==> src/rtl/tbus_arbiter_if.sv <==
// Signal bundle between the requesting FSMs and the tristate-bus arbiter.
// master: requester side (drives req); slave: arbiter side (drives grants/enables).
interface tbus_arbiter_if #(
  parameter int unsigned N = 4
) ();

  logic [N-1:0] req;
  logic [N-1:0] gnt;
  logic [N-1:0] oe;
  logic         busy;
  logic [2:0]   owner;
  logic         tmo;

  modport master (
    output req,
    input  gnt,
    input  oe,
    input  busy,
    input  owner,
    input  tmo
  );

  modport slave (
    input  req,
    output gnt,
    output oe,
    output busy,
    output owner,
    output tmo
  );

endinterface

==> src/rtl/tbus_arbiter.sv <==
// Round-robin arbiter for a shared tristate bus. One tri-buffer per requester;
// oe drives the buffer enables. A dead window of TURN_CYC all-off cycles is
// enforced between any two ownerships so two buffers never overlap.
// Optional forced release after MAX_HOLD grant cycles: define ARB_TIMEOUT_EN.
// The interface instance must be built with the same N as this module.
module tbus_arbiter #(
  parameter int unsigned N        = 4,
  parameter int unsigned TURN_CYC = 1,
  parameter int unsigned MAX_HOLD = 16
) (
  input logic           clk,
  input logic           rst,
  tbus_arbiter_if.slave bus
);

  // Elaboration-time parameter range checks.
  if (N < 2 || N > 8) begin : g_bad_n
    $error("tbus_arbiter: N must be 2..8");
  end
  if (TURN_CYC < 1 || TURN_CYC > 15) begin : g_bad_turn
    $error("tbus_arbiter: TURN_CYC must be 1..15");
  end
  if (MAX_HOLD < 2 || MAX_HOLD > 255) begin : g_bad_hold
    $error("tbus_arbiter: MAX_HOLD must be 2..255");
  end

  typedef enum logic [1:0] {StIdle, StOwn, StTurn} state_e;

  state_e       state_q, state_d;
  logic [N-1:0] gnt_q, gnt_d;
  logic [2:0]   last_q, last_d;
  logic [3:0]   turn_q, turn_d;

  // Zero-padded to 8 bits so a 3-bit index is always exact.
  logic [7:0] req_pad;
  logic       found;
  logic [2:0] win;
  logic [3:0] cand;
  logic       grant_now;

`ifdef ARB_TIMEOUT_EN
  logic [7:0] hold_q, hold_d;
  logic       tmo_q, tmo_d;
`endif

  assign req_pad = 8'(bus.req);

  // Round-robin pick: first set request scanning upward from last+1 with wrap.
  always_comb begin
    found = 1'b0;
    win   = last_q;
    cand  = '0;
    for (int unsigned i = 1; i <= N; i++) begin
      cand = {1'b0, last_q} + 4'(i);
      if (cand >= 4'(N)) begin
        cand = cand - 4'(N);
      end
      if (!found && req_pad[cand[2:0]]) begin
        found = 1'b1;
        win   = cand[2:0];
      end
    end
  end

  // Next-state logic: ownership, turnaround countdown and re-arbitration.
  always_comb begin
    state_d   = state_q;
    gnt_d     = gnt_q;
    last_d    = last_q;
    turn_d    = turn_q;
    grant_now = 1'b0;
`ifdef ARB_TIMEOUT_EN
    hold_d    = hold_q;
    tmo_d     = 1'b0;
`endif

    unique case (state_q)
      StIdle: begin
        grant_now = found;
      end
      StOwn: begin
        if (!req_pad[last_q]) begin
          gnt_d   = '0;
          state_d = StTurn;
          turn_d  = 4'(TURN_CYC - 1);
        end
`ifdef ARB_TIMEOUT_EN
        else if (hold_q == 8'(MAX_HOLD)) begin
          // Forced release; last_q already points at this owner, so it
          // becomes lowest priority on the next arbitration.
          gnt_d   = '0;
          state_d = StTurn;
          turn_d  = 4'(TURN_CYC - 1);
          tmo_d   = 1'b1;
        end else begin
          hold_d = hold_q + 8'd1;
        end
`endif
      end
      StTurn: begin
        if (turn_q != 4'd0) begin
          turn_d = turn_q - 4'd1;
        end else if (found) begin
          grant_now = 1'b1;
        end else begin
          state_d = StIdle;
        end
      end
      default: begin
        state_d = StIdle;
        gnt_d   = '0;
      end
    endcase

    if (grant_now) begin
      state_d = StOwn;
      last_d  = win;
      for (int unsigned j = 0; j < N; j++) begin
        gnt_d[j] = (win == 3'(j));
      end
`ifdef ARB_TIMEOUT_EN
      hold_d = 8'd1;
`endif
    end
  end

  // State registers with synchronous reset; no turnaround owed after reset.
  always_ff @(posedge clk) begin
    if (rst) begin
      state_q <= StIdle;
      gnt_q   <= '0;
      last_q  <= 3'(N - 1);
      turn_q  <= '0;
`ifdef ARB_TIMEOUT_EN
      hold_q  <= '0;
      tmo_q   <= 1'b0;
`endif
    end else begin
      state_q <= state_d;
      gnt_q   <= gnt_d;
      last_q  <= last_d;
      turn_q  <= turn_d;
`ifdef ARB_TIMEOUT_EN
      hold_q  <= hold_d;
      tmo_q   <= tmo_d;
`endif
    end
  end

  // Outputs: grant register drives the buffer enables directly.
  assign bus.gnt   = gnt_q;
  assign bus.oe    = gnt_q;
  assign bus.busy  = |gnt_q;
  // last_q equals the owner whenever a grant is active.
  assign bus.owner = (|gnt_q) ? last_q : 3'd0;
`ifdef ARB_TIMEOUT_EN
  assign bus.tmo   = tmo_q;
`else
  assign bus.tmo   = 1'b0;
`endif

endmodule

==> src/flat_wrapper.sv <==
// flat-port wrapper written by rule: the top's interface ports become plain ports
module tbus_arbiter_flat 
#(
  parameter int unsigned N        = 4,
  parameter int unsigned TURN_CYC = 1,
  parameter int unsigned MAX_HOLD = 16
)
  (clk, rst, bus_req, bus_gnt, bus_oe, bus_busy, bus_owner, bus_tmo);
  tbus_arbiter_if #(.N(N)) bus_i ();
  input logic clk;
  input logic rst;
  input wire logic [$bits(bus_i.req)-1:0] bus_req;
  output wire logic [$bits(bus_i.gnt)-1:0] bus_gnt;
  output wire logic [$bits(bus_i.oe)-1:0] bus_oe;
  output wire logic [$bits(bus_i.busy)-1:0] bus_busy;
  output wire logic [$bits(bus_i.owner)-1:0] bus_owner;
  output wire logic [$bits(bus_i.tmo)-1:0] bus_tmo;
  assign bus_i.req = bus_req;
  assign bus_gnt = bus_i.gnt;
  assign bus_oe = bus_i.oe;
  assign bus_busy = bus_i.busy;
  assign bus_owner = bus_i.owner;
  assign bus_tmo = bus_i.tmo;
  tbus_arbiter #(.N(N), .TURN_CYC(TURN_CYC), .MAX_HOLD(MAX_HOLD)) u_core (.clk(clk), .rst(rst), .bus(bus_i));
endmodule
==> config.mk <==
export PLATFORM = sky130hd
export DESIGN_NAME = tbus_arbiter_flat
export DESIGN_NICKNAME = d
export VERILOG_FILES = /design/src/rtl/tbus_arbiter_if.sv /design/src/rtl/tbus_arbiter.sv /design/src/flat_wrapper.sv
export SDC_FILE = /design/constraint.sdc
export NUM_CORES = 1
export LEC_CHECK = 0
export BUFFER_PORTS_ARGS = -buffer_cell sky130_fd_sc_hd__buf_4
export CAP_MARGIN = 30
export CELL_PAD_IN_SITES_DETAIL_PLACEMENT = 0
export CELL_PAD_IN_SITES_GLOBAL_PLACEMENT = 1
export CORE_MARGIN = 3
export CORE_UTILIZATION = 36
export CTS_CLUSTER_SIZE = 24
export DETAILED_ROUTE_END_ITERATION = 7
export PLACE_DENSITY_LB_ADDON = 0.1
export SYNTH_ARGS = -nofsm -noshare
export SYNTH_HDL_FRONTEND = slang
export SYNTH_SLANG_ARGS = --single-unit
==> constraint.sdc <==
create_clock -name clk -period 2.55 [get_ports clk]
set_clock_uncertainty 0.1 [all_clocks]
set_input_delay 0.1275 -clock clk [delete_from_list [all_inputs] [get_ports clk]]
set_output_delay 0.1275 -clock clk [all_outputs]
set_load 0.1 [all_outputs]
* After elaboration in Yosys (flattened, before gate mapping)
Index checks and enable logic that the tools add are counted.
W data, S select, Z words.
** Operators by class
- Add/subtract/negate cells :: 9
- $mul :: 0
- Divide/modulo/power cells :: 0
- Magnitude comparators :: 9
- Eq/ne operators :: 14
- Shift operators :: 0
- Multiplexer cells :: 36
- Bitwise logic cells :: 1
- Reductions and logical operators :: 17
** Operators by type and width (number)
- $mux W3 :: 9
- $lt A3 B4 Y1 const B :: 5
- $ge A4 B3 Y1 const B :: 4
- $pmux W4 S2 :: 2
- $bmux W1 S3 :: 5
- $mux W1 :: 12
- $mux W4 :: 3
- $sub A3 B3 Y3 const B :: 4
- $add A3 B2 Y4 const B :: 2
- $reduce_and A4 Y1 :: 2
- $eq A3 B2 Y1 const B :: 2
- $mux W2 :: 3
- $ne A2 B1 Y1 const B :: 3
- $ne A2 B2 Y1 const B :: 3
- $ne A3 B2 Y1 const B :: 2
- $pmux W2 S3 :: 1
- $add A3 B1 Y4 const B :: 1
- $add A3 B3 Y4 const B :: 1
- $reduce_bool A4 Y1 :: 1
- $reduce_or A2 Y1 :: 2
- $reduce_or A4 Y1 :: 1
- $sub A4 B1 Y4 const B :: 1
- $eq A3 B1 Y1 const B :: 1
- $logic_and A1 B1 Y1 :: 3
- 11 further kinds :: 13
** Word-level totals
- Register bits :: 13
- Bits in latches :: 0
- RAM bits :: 0
- ROM bits :: 0
- Input bits :: 6
- Output and inout bits :: 13
- Word-level logic and storage cells :: 91
- Memories kept :: 0

* Depth between registers and ports, before layout
- Depth after elaboration :: 20
- Mapped depth :: 9
- Depth with buffers taken out :: 8

* Least setup slack after synthesis
Ideal clock, no wire load.
- Kind :: register -> output
- From :: register u_core.gnt_q[0] (netlist: u_core.bus.gnt[0])
- To :: output port bus_owner[0]
- Data arrival time :: 2509 ps
- Data required time :: 2322 ps
- Setup slack :: -187 ps
- Stages on the path, launching flop included :: 3
- Path through :: dfxtp_1 > nor4_1 > nor2_1
** Between the ends
- Word-level cells in the longest chain between the ends :: 2
** Ends and longest elaborated chain
- from (decl) :: RTL line tbus_arbiter.sv:30 : logic [N-1:0] gnt_q, gnt_d;
- from (signal assigned) :: RTL line tbus_arbiter.sv:140 : gnt_q <= gnt_d;
- $reduce_or A4 Y1 :: RTL line tbus_arbiter.sv:155 : assign bus.owner = (|gnt_q) ? last_q : 3'd0;
- $mux W3 :: RTL line tbus_arbiter.sv:155
- to (decl) :: RTL line flat_wrapper.sv:16 : output wire logic [$bits(bus_i.owner)-1:0] bus_owner;
No other way between the ends.

* Worst setup path after layout
- From :: register u_core.last_q[0]
- To :: register u_core.gnt_q[1] (netlist: u_core.bus.gnt[1])
** Between the ends
- Word-level cells in the longest chain between the ends :: 20
- Elaborated cells between the ends (all ways) :: 48
** Ends and longest elaborated chain
- from (decl) :: RTL line tbus_arbiter.sv:31 : logic [2:0] last_q, last_d;
- from (signal assigned) :: RTL line tbus_arbiter.sv:132 : last_q <= 3'(N - 1);
- from (signal assigned) :: RTL line tbus_arbiter.sv:141 : last_q <= last_d;
- $add A3 B1 Y4 :: RTL line tbus_arbiter.sv:54 : cand = {1'b0, last_q} + 4'(i);
- $ge A4 B3 Y1 / $sub A3 B3 Y3 (equally long branches) :: RTL line tbus_arbiter.sv:55, tbus_arbiter.sv:56
- $mux W3 :: RTL line tbus_arbiter.sv:55 : if (cand >= 4'(N)) begin
- $bmux W1 S3 :: RTL line tbus_arbiter.sv:58 : if (!found && req_pad[cand[2:0]]) begin
- $mux W1 (implied by the code) :: RTL line tbus_arbiter.sv:58
- $mux W1 :: RTL line tbus_arbiter.sv:58
- $logic_not A1 Y1 :: RTL line tbus_arbiter.sv:58
- $logic_and A1 B1 Y1 :: RTL line tbus_arbiter.sv:58
- (+4 left out)
- $logic_not A1 Y1 :: RTL line tbus_arbiter.sv:58
- $logic_and A1 B1 Y1 :: RTL line tbus_arbiter.sv:58
- $mux W1 :: RTL line tbus_arbiter.sv:58
- $mux W1 :: RTL line tbus_arbiter.sv:103 : end else if (found) begin
- $mux W1 :: RTL line tbus_arbiter.sv:101 : if (turn_q != 4'd0) begin
- $pmux W1 S2 :: RTL line tbus_arbiter.sv:77 : unique case (state_q)
- $ne A3 B2 Y1 (no line) / $ne A2 B1 Y1 (equally long branches)
- $reduce_and A2 Y1 (no line)
Parallel ways exist; a longest one is shown, timed or not. The select of a mux whose other input is x is not followed.
A chain may end at the register's enable or synchronous reset.

==> run metrics <==
status=complete, no violations; Vert. Die Dim=59.6 um; H-tree depth=1; antenna diode count=0; Remaining DRCs=0; Seq/Total Area, Yosys=25.2%; Max Slew Vio Count=0; Startpoint Class=flip-flop; layout cells sized above 1=27.1%; GRT Overall Usage=14.7%; Mean Syn Cell Area=8.54 um^2; Chip Width=59.6 um; initial antenna violation count=0; via count=919; syn nets=133; vias in the first global route=829; Synth area leader=dfxtp_1; vias per cell=5.41; area of the die=3550 um^2; CTS root buf=clkbuf_4; Multi-input gate area=672 um^2; worst min-delay path class=in -> reg; Worst-Skew Late Latency=0.28 ns; Num CTS Buffers=3; max frequency=0.411 GHz; GRT overflow=0; fill count=260; final wirelength=2.35 mm; Synth area leaders=dfxtp_1 (25%), mux2i_1 (7.7%), ha_1 (7.3%); Synth Register Bits=13; Synth cell types=41; Seq. cell area=262 um^2; drt first-iter violations=29; Tmin final=2.43 ns; MaxCap Viol Count=0; Post-Synthesis Cells=121; Critical Path AT=2.52 ns; Tcrit/Tclk final=95.3%; Slew HR=60.8%; final net count=153; Initial Util=39.6%; clock sinks=13; drt wl/cell=13.8 um; I/O pin count=19; Buffers on Ports=17; final core occ=47.0%; Routability Congestion=0.881; largest fanout on the critical path=7; largest net degree at the start of global routing=13; number of core rows=18; Syn Std Cell Area=1030 um^2; P&R area growth vs syn=18.9%; clock slew at reported path FFs=0.08 ns; Core Footprint=2610 um^2; Slew @ Worst Pin=0.582 ns; CTS tree=yes; Syn. warnings=0; top-area cell type share of the netlist area=25.2%; Final ANT Viol Nets=0; first-pass GRT wire length=3.95 mm; start-to-end type of the worst setup path=reg -> reg; hpwl dp=1.84 mm; endpoints failing setup=0; crit path capture type=flip-flop; DR pass1 iterations=4; CTS Buffer Depth=2; Fin. Hold Viols=0; WP data required=2.64 ns
-- path summary, 6_finish.rpt --
| check | start | endpoint | slack [ns] | depth (start not counted) |
|---|---|---|---|---|
| worst max-delay path | u_core.last_q[0]$_SDFFE_PP1P_ | u_core.bus.gnt[1]$_SDFFE_PP0P_ | 0.12 | 8 |
| worst min-delay path | bus_req[1] | u_core.bus.gnt[0]$_SDFFE_PP0P_ | 0.31 | 5 |
| worst max register to register | u_core.last_q[0]$_SDFFE_PP1P_ | u_core.bus.gnt[1]$_SDFFE_PP0P_ | 0.12 | 8 |
| worst min register to register | u_core.bus.gnt[3]$_SDFFE_PP0P_ | u_core.bus.gnt[3]$_SDFFE_PP0P_ | 0.40 | 2 |
-- cells by family (layout without fill, tap and decap cells) --
family	after synthesis	count (layout)	share of synthesized area, %
multiplexers	11	11	14.6
flip-flops	13	13	25.2
XOR/XNOR	3	3	2.54
adder cells (fa/ha/maj)	6	6	7.26
other	1	1	0.363
buffers and inverters	23	42	11.0
AND/OR/NAND/NOR	39	39	20.2
AO/OA/AOI/OAI	25	25	18.8
-- state kept, by name (all words and copies together) (netlist names) --
register and flops:
u_core.state_q 2, u_core.last_q 3, u_core.turn_q 4, u_core.bus.gnt 4
-- worst max-delay path: stages (launching register included) --
cell and delay (ns):
dfxtp_2 0.34, inv_1 0.09, ha_4 0.31, mux4_2 0.52, o21ai_2 0.10, and4b_4 0.28
nor2_2 0.07, or3_4 0.42, o32ai_1 0.13
-- metrics by stage --
stage          setup TNS (ns)  setup WS (ns)  hold slack (ns)  cell area (um^2)  cells
6_report                    0          0.119            0.309              1230    170
5_1_grt             -0.000186      -0.000186            0.344              1230    170
4_1_cts                     0         0.0940            0.311              1210    167
3_5_place_dp                0          0.119            0.291              1170    162
3_3_place_gp                0          0.168            0.281              1170    162
2_1_floorplan          -0.560         -0.187            0.328              1050    121
-- area by class of cell --
cell class	count	share of cell area, %
Sequential cell	13	21.3
Timing Repair Buffer	23	14.3
Clock buffer	4	2.14
Inverter	15	4.58
Tap cell	30	3.05
Multi-Input combinational cell	85	54.7
-- cell usage after synthesis, drive strengths merged --
cell type / instances
nor2: 16
a31oi: 1
or2b: 1
o21ba: 1
a211o: 1
a311oi: 1
a2bb2o: 1
ha: 6
nand4: 1
o32ai: 3
a31o: 1
xor2: 2
mux4: 3
and4b: 1
o21ai: 4
or3: 1
nor4: 1
inv: 15
nor4b: 1
nor3: 3
mux2i: 8
buf: 8
nor3b: 2
o22ai: 2
a21oi: 5
a211oi: 1
o211ai: 1
nand2b: 3
o21bai: 3
xnor2: 1
dfxtp: 13
nand3b: 1
nand2: 7
conb: 1
nor4bb: 1
-- metal layers --
metal	share of wire [%]	up-vias	global-route usage (%)	routed length, um
li1	-	461	-	-
met1	51	427	21.9	1190
met2	42	26	20.7	989
met3	6.1	5	3.92	142
met4	1.1	0	3.80	25
met5	0	-	0	0
-- timing repair --
action                                 in CTS  in global routing
resized for setup                           0                  0
endpoints found under the hold margin       3                  0
hold buffers                                1                  0
setup endpoints to repair                   0                  3
setup buffers                               0                  3
-- layout by cell type, fill, tap and decap left out, drive strengths merged, types with 2 or more instances in the layout --
| master | n |
|---|---|
| buf | 22 |
| nor2 | 16 |
| inv | 15 |
| dfxtp | 13 |
| mux2i | 8 |
| nand2 | 7 |
| ha | 6 |
| a21oi | 5 |
| clkbuf | 4 |
| o21ai | 4 |
| o21bai | 3 |
| nand2b | 3 |
| o32ai | 3 |
| nor3 | 3 |
| mux4 | 3 |
| xor2 | 2 |
| o22ai | 2 |
| nor3b | 2 |
Power is left out: the tool's default activity adds up to more than one toggle a clock period on the data nets, which glitch-free logic cannot reach.
